$ cat src/rtl/instr_encoder_pkg.sv
// Shared definitions for the instruction encoder.
//   - Format codes carried on the fmt input (R=0, I=1, S=2, B=3, U=4, J=5; 6-7 are invalid).
//   - Major opcodes of the base integer ISA.
//   - The canonical NOP (addi x0, x0, 0) emitted in place of any erroneous field set.
//   - The field bundle held by the capture stage.
package instr_encoder_pkg;

    typedef enum logic [2:0] {
        FmtR = 3'd0,
        FmtI = 3'd1,
        FmtS = 3'd2,
        FmtB = 3'd3,
        FmtU = 3'd4,
        FmtJ = 3'd5
    } fmt_e;

    localparam logic [6:0] OpcOp     = 7'b0110011;
    localparam logic [6:0] OpcOpImm  = 7'b0010011;
    localparam logic [6:0] OpcStore  = 7'b0100011;
    localparam logic [6:0] OpcBranch = 7'b1100011;
    localparam logic [6:0] OpcLui    = 7'b0110111;
    localparam logic [6:0] OpcJal    = 7'b1101111;

    localparam logic [31:0] NopInstr = {12'd0, 5'd0, 3'd0, 5'd0, OpcOpImm};

    typedef struct packed {
        logic [2:0]  fmt;
        logic [6:0]  opcode;
        logic [2:0]  func3;
        logic [6:0]  func7;
        logic [4:0]  rd;
        logic [4:0]  rs1;
        logic [4:0]  rs2;
        logic [31:0] imm;
    } s1_fields_t;

endpackage

$ cat src/rtl/instr_imm_pack.sv
// Immediate packer and field checker (purely combinational).
// Places the immediate bits of a field set at their instruction-word positions (all other
// bits zero) and flags invalid format codes. When ENC_RANGE_CHECK_EN is defined it also
// flags immediates that do not fit their format; otherwise they are silently truncated.
// Ports:
//   fmt_i        format code
//   imm_i        immediate (signed byte offset or value)
//   imm_field_o  immediate bits in instruction position
//   err_o        field error
module instr_imm_pack
    import instr_encoder_pkg::*;
(
    input  logic [2:0]  fmt_i,
    input  logic [31:0] imm_i,
    output logic [31:0] imm_field_o,
    output logic        err_o
);

    always_comb begin
        imm_field_o = '0;
        err_o       = 1'b0;
        case (fmt_i)
            FmtR: imm_field_o = '0;
            FmtI: imm_field_o = {imm_i[11:0], 20'd0};
            FmtS: imm_field_o = {imm_i[11:5], 13'd0, imm_i[4:0], 7'd0};
            FmtB: imm_field_o = {imm_i[12], imm_i[10:5], 13'd0, imm_i[4:1], imm_i[11], 7'd0};
            FmtU: imm_field_o = {imm_i[31:12], 12'd0};
            FmtJ: imm_field_o = {imm_i[20], imm_i[10:1], imm_i[11], imm_i[19:12], 12'd0};
            default: err_o = 1'b1;
        endcase
`ifdef ENC_RANGE_CHECK_EN
        // A value fits in N signed bits when bits [31:N-1] are all copies of the sign bit.
        case (fmt_i)
            FmtI, FmtS: err_o = err_o | (imm_i[31:11] != {21{imm_i[11]}});
            FmtB:       err_o = err_o | (imm_i[31:12] != {20{imm_i[12]}}) | imm_i[0];
            FmtJ:       err_o = err_o | (imm_i[31:20] != {12{imm_i[20]}}) | imm_i[0];
            FmtU:       err_o = err_o | (imm_i[11:0] != 12'd0);
            default:    err_o = err_o;
        endcase
`endif
    end

endmodule

$ cat src/rtl/instr_encoder.sv
// Two-stage instruction encoder with valid/ready handshakes on both sides.
// S1 captures a field set; S2 holds the encoded word, which is presented with the address
// counter value. The counter steps by 4 per delivered word and can be reloaded (word
// aligned) from base_addr; a reload wins over a simultaneous delivery.
// Optional feature: define ENC_RANGE_CHECK_EN to flag out-of-range immediates.
// Ports:
//   clk, reset_n               clock, asynchronous active-low reset
//   in_valid / in_ready        field-set handshake
//   fmt, opcode, func3, func7  format code and opcode/function fields
//   rd, rs1, rs2, imm          register indices and immediate
//   base_load, base_addr       address counter reload
//   out_valid / out_ready      encoded-word handshake
//   out_instr, out_addr        encoded word and its address
//   out_err                    field error (word is then a NOP)
module instr_encoder
    import instr_encoder_pkg::*;
(
    input  logic        clk,
    input  logic        reset_n,
    input  logic        in_valid,
    output logic        in_ready,
    input  logic [2:0]  fmt,
    input  logic [6:0]  opcode,
    input  logic [2:0]  func3,
    input  logic [6:0]  func7,
    input  logic [4:0]  rd,
    input  logic [4:0]  rs1,
    input  logic [4:0]  rs2,
    input  logic [31:0] imm,
    input  logic        base_load,
    input  logic [31:0] base_addr,
    output logic        out_valid,
    input  logic        out_ready,
    output logic [31:0] out_instr,
    output logic [31:0] out_addr,
    output logic        out_err
);

    s1_fields_t  s1_q, s1_d;
    logic        s1_valid_q, s1_valid_d;
    logic        s2_valid_q, s2_valid_d;
    logic [31:0] instr_q, instr_d;
    logic        err_q, err_d;
    logic [31:0] addr_q, addr_d;
    logic        s1_adv;
    logic [31:0] imm_field;
    logic [31:0] reg_field;
    logic        imm_err;
    logic        unused_base_lsbs;

    // Counter reloads are always word aligned.
    assign unused_base_lsbs = ^base_addr[1:0];

    instr_imm_pack u_imm_pack (
        .fmt_i       (s1_q.fmt),
        .imm_i       (s1_q.imm),
        .imm_field_o (imm_field),
        .err_o       (imm_err)
    );

    // Register and opcode fields of the captured set, per format.
    always_comb begin
        reg_field = '0;
        case (s1_q.fmt)
            FmtR:       reg_field = {s1_q.func7, s1_q.rs2, s1_q.rs1, s1_q.func3, s1_q.rd,
                                     s1_q.opcode};
            FmtI:       reg_field = {12'd0, s1_q.rs1, s1_q.func3, s1_q.rd, s1_q.opcode};
            FmtS, FmtB: reg_field = {7'd0, s1_q.rs2, s1_q.rs1, s1_q.func3, 5'd0, s1_q.opcode};
            FmtU, FmtJ: reg_field = {20'd0, s1_q.rd, s1_q.opcode};
            default:    reg_field = '0;
        endcase
    end

    always_comb begin
        s1_d       = s1_q;
        s1_valid_d = s1_valid_q;
        s2_valid_d = s2_valid_q;
        instr_d    = instr_q;
        err_d      = err_q;
        addr_d     = addr_q;

        s1_adv   = !s2_valid_q || out_ready;
        in_ready = !s1_valid_q || s1_adv;

        if (in_ready) begin
            s1_valid_d = in_valid;
        end
        if (in_valid && in_ready) begin
            s1_d = '{fmt: fmt, opcode: opcode, func3: func3, func7: func7,
                     rd: rd, rs1: rs1, rs2: rs2, imm: imm};
        end

        // S2 only reloads when it advances with a valid S1, so a stalled word stays put.
        if (s1_adv) begin
            s2_valid_d = s1_valid_q;
            if (s1_valid_q) begin
                instr_d = imm_err ? NopInstr : (reg_field | imm_field);
                err_d   = imm_err;
            end
        end

        if (base_load) begin
            addr_d = {base_addr[31:2], 2'b00};
        end else if (s2_valid_q && out_ready) begin
            addr_d = addr_q + 32'd4;
        end
    end

    always_ff @(posedge clk or negedge reset_n) begin
        if (!reset_n) begin
            s1_q       <= '0;
            s1_valid_q <= 1'b0;
            s2_valid_q <= 1'b0;
            instr_q    <= '0;
            err_q      <= 1'b0;
            addr_q     <= '0;
        end else begin
            s1_q       <= s1_d;
            s1_valid_q <= s1_valid_d;
            s2_valid_q <= s2_valid_d;
            instr_q    <= instr_d;
            err_q      <= err_d;
            addr_q     <= addr_d;
        end
    end

    assign out_valid = s2_valid_q;
    assign out_instr = instr_q;
    assign out_err   = err_q;
    assign out_addr  = addr_q;

endmodule

$ cat config.mk
export PLATFORM = sky130hd
export DESIGN_NAME = instr_encoder
export DESIGN_NICKNAME = d
export VERILOG_FILES = /design/src/rtl/instr_encoder_pkg.sv /design/src/rtl/instr_imm_pack.sv /design/src/rtl/instr_encoder.sv
export SDC_FILE = /design/constraint.sdc
export NUM_CORES = 1
export LEC_CHECK = 0
export CAP_MARGIN = 25
export CORE_MARGIN = 2
export CORE_UTILIZATION = 35
export CTS_CLUSTER_SIZE = 24
export DETAILED_ROUTE_END_ITERATION = 12
export RECOVER_POWER = 100
export SLEW_MARGIN = 20
export SYNTH_ARGS = -nofsm -noshare
export SYNTH_HDL_FRONTEND = slang
export SYNTH_SLANG_ARGS = --single-unit
$ cat constraint.sdc
create_clock -name clk -period 4.4 [get_ports clk]
set_input_delay 0.44 -clock clk [delete_from_list [all_inputs] [get_ports clk]]
set_output_delay 0.44 -clock clk [all_outputs]
set_load 0.005 [all_outputs]
==> impl_summary.md <==
Synth
The synthesized netlist occupies a cell area of 0.005942 mm². The synthesized netlist contains 43 unique library cells. For this run, the leading register cell type out of synthesis is dfrtp_1. The gate count after technology mapping is 526. The portion of the post-synthesis area used by sequential elements is 0.5559. The count of flip-flops with a built-in enable after synthesis is 0. During synthesis, Yosys emitted a total of 0 warnings. The average size of a mapped cell is 11.30 µm².

In this run, synthesis produced a sequential element count of 132. The fraction of synthesis flops using an asynchronous set or reset pin is 1.000.

STA
The number of hold violations in the final report is 0. Setup repair after global routing left no endpoint under its margin. The fmax is 361.6 MHz. The max-slew violation total from the final report came to 162. The setup violation total in the final timing report is 0. The worst max-slew margin expressed relative to the limit is -0.5467. On the final layout, the worst clock skew is 8.918 ps. Adding up every negative setup slack in the final design gives 0 ps. In the post-route analysis, the smallest setup slack over all paths is 1634 ps. Subtracting the final worst setup slack from the clock period gives 2766 ps.

Final hold analysis gives a worst-case slack of 475.3 ps. Dividing the final minimum period by the clock period gives 0.6285. For the pin with the worst max-slew slack, the measured transition is 2320 ps.

Critical path
The slowest stage of the critical path belongs to the cell clkbuf_2. The count of cell instances traversed by the critical path is 2. The worst setup path is captured at an asynchronous set/reset pin. The worst setup path is of the in2async kind.

The required time of the worst setup path is 4780 ps. Of all nets on the critical path, the largest fanout is 93. The most numerous cell type found on the critical path is clkbuf_2.

The critical path goes through clkbuf_2, clkbuf_2. The worst register-to-register path begins at out_addr[10]$_DFFE_PN0N_. Data arrives at the worst endpoint at 3140 ps. Among cell families on the critical path, the largest total delay comes from buffers and inverters. The kind of start point of the critical path is a primary input. Setup slack on the worst reg-to-reg path comes out at 1910 ps.

The count of buffer and inverter cells on the critical path is 2. Measured in cells, the most critical reg-to-reg path has a length of 4. The end of the worst register-to-register path is out_addr[27]$_DFFE_PN0N_.

The critical path's largest stage delay is 1580 ps.

Final layout
In the layout the commonest cells are 132 x dfrtp_1, 98 x clkdlybuf4s50_1, 70 x mux2_2, 67 x dlygate4sd3_1, 60 x nor2_1. The filler cells instantiated in the layout total 1,479. At the end of the flow, the number of nets in the layout was 785. Relative to the synthesized area, the layout overhead comes to 40.28%. Measured on the finished design, the core utilization comes to 0.5026. The flip-flop and latch area is 0.003303 mm². The fraction of final layout cells sized beyond drive strength 1 is 0.1503. The most frequent standard cell in the layout excluding fill and tap cells is dfrtp_1. Summing all multi-input logic gate instances after layout gives 0.002470 mm². The antenna diode instance count is 0.

Min path
The worst hold path begins at out_instr[24]$_DFFE_PN0P_. The path category of the worst min-delay check is reg2reg. Counting instances, the worst hold path has a depth of 2. The terminating pin of the worst hold path is out_instr[24]$_DFFE_PN0P_.

Floorplan
The number of rows created at floorplan is 47. The initial standard-cell utilization of the core is 0.3583. 171 I/O pins were placed. In this run the horizontal extent of the chip is 134.3 µm.

In this run the standard cell core region covers 0.01658 mm². The height of the chip is 134.3 µm. The area enclosed by the die boundary is 0.01804 mm².

Drt
The vias after detailed routing is 4,743. The wire length on met2 is 7741 µm. The detail route stage leaves a number of antenna-violating nets equal to 0. Signal routing reaches up to met4. The routed wire length on met3 is 1233 µm. The count of TritonRoute iterations in the first routing pass is 5. For this block, the initial DRC count from the detailed router was 261. The mean routed wirelength per cell is 17.27 µm.

The post-detailed-routing wire length is 15,750 µm. The via count normalized by instance count is 5.201. The number of remaining DRC errors is 0.

The total routed wire length on the met1 layer is 6670 µm.

Job
The max-cap check violation count is 2.

GRT
The largest net degree at the start of global routing is 94. The first global-routing pass estimated 25,440 µm of wire. Global routing finished with a remaining overflow of 0. The number of antenna violations at the first check in global routing is 0. The aggregate global-route resource usage is 0.1807. The via count of the first global-routing pass is 4,891.

CTS
The post-cts hold buffer count is 0. The clock buffer count from CTS is 17. The number of H-tree levels is 4. The clock tree from TritonCTS is yes. After clock tree synthesis, the clock-pin slew on the worst setup and hold paths is 50 ps. The clock insertion delay at the later pin of the skew report is 410 ps. The sink count of the clock tree is 132.

The number of resized instances in the post-cts repair step is 0. The buffer count from post-CTS setup fixing is 0. The clock tree root driver cell is clkbuf_16.

The number of buffers between clock root and the deepest sink is 2.

Run status
The checks that failed: max-capacitance violations, max-slew violations. The flow ran to the end, but the final reports show violations.

Placed design
The congestion estimate from routability-driven global placement came to 0.8111. The worst slack after detailed placement is 1737 ps. The post-DP HPWL is 10,980 µm.

The number of buffer cells added on primary ports is 166.

Pwr
Summed over all cells, the static leakage comes to 3.361 nW. The total power density per cell area is 440.5 mW/mm². The largest voltage drop on the vdd net is 0.2699 mV.

Total power for the finished layout comes to 0.003671 W.
[final cells by class]
type / count / share of cell area
sequential: 132 / 0.3963
clock buffer: 21 / 0.05524
timing repair buffer: 170 / 0.2007
multi-input combinational: 353 / 0.2963
inverter: 6 / 0.002702
tap: 220 / 0.03302
clock inverter: 10 / 0.01576
[report_power, final]
group | internal (W) | total [W] | switching (W)
combinational | 0.000408 | 0.000696 | 0.000288
clock | 0.000913 | 0.00141 | 0.000501
sequential | 0.00141 | 0.00156 | 0.000153
[metrics by stage]
| step | area (µm²) | instances |
|---|---|---|
| 3_5_place_dp | 7769 | 881 |
| 4_1_cts | 8361 | 912 |
| 3_3_place_gp | 7769 | 881 |
| 6_report | 8335 | 912 |
| 5_1_grt | 8335 | 912 |
| 2_1_floorplan | 5946 | 527 |
[flip-flops by register name, indices dropped and copies added (netlist names)]
name        count
out_instr      32
out_err         1
out_valid       1
s1_valid_q      1
s1_q           67
out_addr       30
[routing by layer]
metal  vias to the layer above  track usage
li1                       2237            -
met1                      2336       0.2252
met2                       159       0.2996
met3                        11      0.06387
met4                         0      0.04678
met5                         -            0
[worst register-to-register path, cell delays in order (launching register included)]
cell	delay [ps]
dfrtp_1	470
nand3_2	180
or4_1	910
or4_1	630
a31oi_1	200
[cell usage after synthesis (all sizes together) (2+ instances only)]
cell | number | area, µm²
a31oi | 14 | 87.58
a22o | 9 | 78.83
nand3 | 17 | 90.09
or4 | 16 | 120.1
nor4 | 4 | 25.02
xnor2 | 6 | 52.55
nand2 | 41 | 153.9
xor2 | 6 | 52.55
mux2 | 70 | 788.3
o31ai | 13 | 97.59
o22a | 3 | 26.28
nand2b | 3 | 18.77
and3 | 3 | 18.77
inv | 6 | 22.52
clkbuf | 29 | 108.9
nand4 | 8 | 56.30
dfrtp | 132 | 3303
and4 | 4 | 35.03
a22oi | 5 | 37.54
buf | 7 | 43.79
mux2i | 9 | 90.09
and2 | 2 | 12.51
nor2 | 60 | 225.2
o21ai | 27 | 135.1
a21oi | 2 | 10.01
a221oi | 19 | 166.4
[how the worst max path moves through the flow]
stage | start | end | slack, ps
final | reset_n | out_addr[7]$_DFFE_PN0N_ | 1630
after global routing | reset_n | out_addr[7]$_DFFE_PN0N_ | 1060
after CTS | out_addr[10]$_DFFE_PN0N_ | out_addr[27]$_DFFE_PN0N_ | 1920
after detailed placement | out_ready | out_instr[8]$_DFFE_PN0P_ | 1740
after global placement | out_ready | out_instr[8]$_DFFE_PN0P_ | 1830
after floorplan | out_addr[10]$_DFFE_PN0N_ | out_addr[29]$_DFFE_PN0N_ | 2430
[kinds of logic (layout without fill, tap and decap cells)]
group / Yosys count / in the layout / synth area share
AO/OA/AOI/OAI: 96 / 96 / 0.1135
XOR/XNOR: 12 / 12 / 0.01769
adder cells (fa/ha/maj): 1 / 1 / 0.002105
buffers and inverters: 42 / 207 / 0.02948
flip-flops: 132 / 132 / 0.5559
multiplexers: 79 / 79 / 0.1478
other: 1 / 2 / 0.0006311
AND/OR/NAND/NOR: 163 / 163 / 0.1329
(Power assumes the default switching activity.)
